<file path="config.mk">
export PLATFORM = sky130hd
export DESIGN_NAME = freq_count_latch
export DESIGN_NICKNAME = d
export VERILOG_FILES = /design/src/rtl/freq_count_latch.sv
export SDC_FILE = /design/constraint.sdc
export NUM_CORES = 1
export LEC_CHECK = 0
export CORE_MARGIN = 3
export CORE_UTILIZATION = 60
export DETAILED_ROUTE_END_ITERATION = 10
export DONT_BUFFER_PORTS = 1
export PLACE_DENSITY = 0.86
export SKIP_CTS_REPAIR_TIMING = 1
export SLEW_MARGIN = 20
export SYNTH_ARGS = -nofsm -noshare
export SYNTH_HDL_FRONTEND = slang
export SYNTH_SLANG_ARGS = --single-unit
</file>
<file path="constraint.sdc">
create_clock -name clk -period 2.6 [get_ports clk]
set_input_delay 0.65 -clock clk [delete_from_list [all_inputs] [get_ports clk]]
set_output_delay 0.65 -clock clk [all_outputs]
set_load 0.01 [all_outputs]
</file>
<file path="src/rtl/freq_count_latch.sv">
// Frequency-meter datapath: synchronised BCD edge counter with a latched display register.
// Optional FREQ_BLANK_ZERO_EN: blanks leading-zero digits (4'hF) of count_bcd at capture.
module freq_count_latch #(
  parameter int DIGITS = 4
) (
  input  logic                  clk,
  input  logic                  reset,
  input  logic                  sig_in,
  input  logic                  enable,
  input  logic                  clear_n,
  input  logic                  latch,
  output logic [4*DIGITS-1:0]   count_bcd,
  output logic                  overflow,
  output logic                  data_valid
);

  localparam int W = 4 * DIGITS;

  // [0] and [1] are the synchroniser stages, [2] is the edge-detect history flop.
  logic [2:0]   r_sig_sync, r_en_sync, r_clr_sync, r_lat_sync;
  logic [W-1:0] r_count;
  logic         r_ovf;

  logic         w_sig_rise, w_lat_rise, w_en, w_clr_n;
  logic [W-1:0] w_count_inc, w_capture;
  logic         w_inc_carry;

  function automatic logic [W:0] bcd_inc(input logic [W-1:0] v);
    logic [W-1:0] res;
    logic         carry;
    res   = v;
    carry = 1'b1;
    for (int i = 0; i < DIGITS; i++) begin
      if (carry) begin
        if (v[4*i +: 4] == 4'd9) begin
          res[4*i +: 4] = 4'd0;
        end else begin
          res[4*i +: 4] = v[4*i +: 4] + 4'd1;
          carry         = 1'b0;
        end
      end
    end
    return {carry, res};
  endfunction

`ifdef FREQ_BLANK_ZERO_EN
  // Digits above the most significant non-zero digit become the blank code; digit 0 always shows.
  function automatic logic [W-1:0] blank_lz(input logic [W-1:0] v);
    logic [W-1:0] res;
    logic         lead;
    res  = v;
    lead = 1'b1;
    for (int i = DIGITS - 1; i > 0; i--) begin
      if (lead && v[4*i +: 4] == 4'd0) res[4*i +: 4] = 4'hF;
      else                             lead = 1'b0;
    end
    return res;
  endfunction

  assign w_capture = blank_lz(r_count);
`else
  assign w_capture = r_count;
`endif

  assign w_sig_rise = r_sig_sync[1] & ~r_sig_sync[2];
  assign w_lat_rise = r_lat_sync[1] & ~r_lat_sync[2];
  assign w_en       = r_en_sync[1];
  assign w_clr_n    = r_clr_sync[1];

  assign {w_inc_carry, w_count_inc} = bcd_inc(r_count);

  always_ff @(posedge clk) begin
    if (reset) begin
      r_sig_sync <= 3'b000;
      r_en_sync  <= 3'b000;
      r_clr_sync <= 3'b000;
      // Latch idles high, so its history resets high to avoid a spurious capture.
      r_lat_sync <= 3'b111;
      r_count    <= '0;
      r_ovf      <= 1'b0;
      count_bcd  <= '0;
      overflow   <= 1'b0;
      data_valid <= 1'b0;
    end else begin
      r_sig_sync <= {r_sig_sync[1:0], sig_in};
      r_en_sync  <= {r_en_sync[1:0],  enable};
      r_clr_sync <= {r_clr_sync[1:0], clear_n};
      r_lat_sync <= {r_lat_sync[1:0], latch};

      if (!w_clr_n) begin
        r_count <= '0;
        r_ovf   <= 1'b0;
      end else if (w_en && w_sig_rise) begin
        r_count <= w_count_inc;
        r_ovf   <= r_ovf | w_inc_carry;
      end

      // NOTE: non-blocking assignments mean the capture below sees the counter
      // value from before this cycle's clear or increment.
      data_valid <= w_lat_rise;
      if (w_lat_rise) begin
        count_bcd <= w_capture;
        overflow  <= r_ovf;
      end
    end
  end

endmodule

</file>
==> metrics.md <==
| Metric | Value |
|---|---|
| Outcome | completed |
| Clock transition at the registers of the reported paths | 0.12 ns |
| RePlAce Congestion | between 0.8 and 0.9 |
| Largest net degree at the start of global routing | 31 |
| CTS Sinks | 45 |
| Cell variety after synth | 35 |
| Async S/R FF share, synth | 0% |
| Top fanout value on the critical path | 9 |
| Synth area leaders | dfxtp_1, nand2_1, a21oi_1, nor2b_1, xor2_1 |
| Final Non-Filler Cells | 228 |
| Die Area | between 3000 and 4000 sq um |
| TritonRoute pass-1 iters | 4 |
| Congestion Overflow GR | 0 |
| Area of the mapped netlist | 1750 sq um |
| Final period util | 71.7% |
| Cell Rows | 18 |
| Final setup TNS | 0 ns |
| Number of buffers created by CTS | 5 |
| Routed Antenna Nets | 0 |
| DR DRC count | 0 |
| Hold Slack | 0.331 ns |
| Flops & latches, synth | between 40 and 50 |
| I/O Buffers | 0 |
| Die W | 60.0 um |
| Synth top area share | 51.5% |
| Clk Latency, worst-skew pair | 0.37 ns |
| Yosys warns | 0 |
| Vias in the first global route | 1230 |
| H-Tree Depth | 2 |
| Worst EP required | just under 3 ns |
| Crit. End Element | register |
| First-pass GRT wire length | 5.24 mm |
| Max clock buf depth | 2 |
| Final min period | 1.86 ns |
| Slew at the pin closest to its max-slew limit | 0.620 ns |
| Max_slew headroom | between 50% and 60% |
| Startpoint types | register |
| 1st-iter DRT viols | slightly below 100 |
| Area of the core | 2610 sq um |
| Top FF cell, synth | dfxtp_1 |
| Layout Skew | ~0.0064 ns |
| CTS Root Cell | clkbuf_4 |
| All-Layer GR Usage | approximately a fifth |
| Share of layout cells above drive strength 1 | roughly 8.6% |
| Placed insts | 220 |
| Final setup fails | 0 |
| Max-Cap Viols | 0 |
| Synth-to-Final Area Change | 4.22% |
| Final hold violations | 0 |
| Number of enable flip-flop cells after synthesis | 0 |
| Die H | 60.0 um |
| LEAKAGE | 0.000617 uW |
| Count of mapped cells out of synthesis | 198 |
| Initial Util | 67.0% |
| Detailed-route via count | 1330 |
| Final max-slew violation count | 0 |
| DR WL/cell | roughly 14 um |
| Detailed placement HPWL | 2.24 mm |
| Drt total wl | between 3 and 4 mm |
| Worst endpoint data arrival time | 2.16 ns |
| RSZ-0062 raised after global routing | false |
| Setup CP Type | register to register |
| Register area share after synthesis | 51.5% |
| CTS tree | yes |
| Leading area contributor after synthesis | dfxtp_1 |
| NumNets Final | 203 |
| Synthesized netlist net count | 204 |
| Worst hold-check path type | input port to register |
| Ant diodes | 0 |
| Num ports | 24 |
| DR vias/cell | 5.83 |
| Pwr Density | roughly 600 nW/um^2 |
| Initial antenna violation count | 0 |
| Worst VDD drop | 0.000599 V |
| Syn avg cell area | about 8.8 sq um |
| FF-to-FF setup slack | 0.74 ns |
| Peak Freq | 536 MHz |
## per-layer routing
| metal | wire length (um) | share of wire (%) | vias to the layer above | global-route usage [%] |
|---|---|---|---|---|
| li1 | - | - | 665 | - |
| met4 | 71 | 2.2 | 0 | 12.3 |
| met3 | 198 | 6.2 | 7 | 5.18 |
| met2 | 1480 | 46 | 38 | 32.6 |
| met5 | 0 | 0 | - | 0 |
| met1 | 1440 | 45 | 620 | 22.7 |
## layout make-up
cell class                      count  area [sq um]
Multi-Input combinational cell    141           796
Inverter                            3          11.3
Clock inverter                      1          5.00
Clock buffer                        7          65.1
Fill cell                         189           790
Tap cell                           30          37.5
Timing Repair Buffer                1          7.51
Sequential cell                    45           901
## sequential cells by signal, summed over array words and instances (netlist names)
register,count
r_count,16
r_clr_sync,2
count_bcd,16
r_lat_sync,3
r_en_sync,2
r_sig_sync,3
data_valid,1
r_ovf,1
overflow,1
## stage by stage
| stage | util [%] | worst slack, ns | power (uW) | area (sq um) |
|---|---|---|---|---|
| final | 69.8 | 0.736 | 1080 | 1820 |
| after global routing | 69.8 | 0.653 | 1120 | 1820 |
| after CTS | 69.8 | 0.752 | 1090 | 1820 |
| after detailed placement | 67.1 | 0.779 | 728 | 1750 |
| after global placement | 67.1 | 0.906 | 727 | 1750 |
| after floorplan | - | 1.05 | 731 | 1750 |
## report_power, final
part           internal, uW  switching (uW)
logic                  5.91            7.43
clock network           157             216
registers               696            2.69
total                   859             226
## cells by family after synthesis
family / synth area share, %
xor+xnor: 2.50
flops: 51.5
simple gates: 29.4
buf+inv: 3.00
compound gates: 12.4
mux: 1.14
## final timing paths
check                      startpoint                  endpoint  cells after the start
max           r_count[0]$_SDFFE_PP0P_  r_count[13]$_SDFFE_PP0P_                      4
min                             reset  r_clr_sync[1]$_SDFF_PP0_                      1
max reg2reg   r_count[0]$_SDFFE_PP0P_  r_count[13]$_SDFFE_PP0P_                      4
min reg2reg  r_lat_sync[0]$_SDFF_PP1_  r_lat_sync[1]$_SDFF_PP1_                      1
## synth_stat cells (2+ instances only)
cell      count
nand2b_1      3
o31ai_1       2
xor2_1        5
nor3b_2       2
clkbuf_1      7
a21oi_1      25
nor2b_1      16
or4_1         3
mux2i_1       2
nand2_1      43
nand3_1       3
dfxtp_1      45
nor2_1        9
o21ai_0       6
nor3b_1       2
inv_1         3
or2_2         3
nand3b_1      2
## cell usage in the layout, fill, tap and decap left out
cell type,netlist,final
o31ai_1,2,2
o211ai_1,1,1
nand3_1,3,3
nor4bb_1,1,1
clkbuf_8,0,2
nand3b_1,2,2
xor2_1,5,5
inv_1,3,3
or4_1,3,3
nand4_4,1,1
nor3b_2,2,2
buf_4,0,1
or3_1,1,1
nand2b_1,3,3
and4b_1,1,1
mux2i_1,2,2
a21oi_1,25,25
clkinv_2,0,1
o32ai_1,1,1
nor2b_1,16,16
o21a_1,1,1
nor4b_1,1,1
nand4b_1,1,1
a31oi_1,1,1
nand2_1,43,43
nor2_1,9,9
dfxtp_1,45,45
and4bb_2,1,1
nor3b_1,2,2
a31o_2,1,1
o21ai_0,6,6
nand4_1,1,1
nor3_1,1,1
or2_2,3,3
a2bb2oi_1,1,1
clkbuf_4,0,5
## critical path: stages, from the launching register on
cell,delay [ns]
dfxtp_1,0.42
and4b_1,0.43
nand4_4,0.20
or4_1,0.55
a21oi_1,0.18
(Power assumes the default switching activity.)
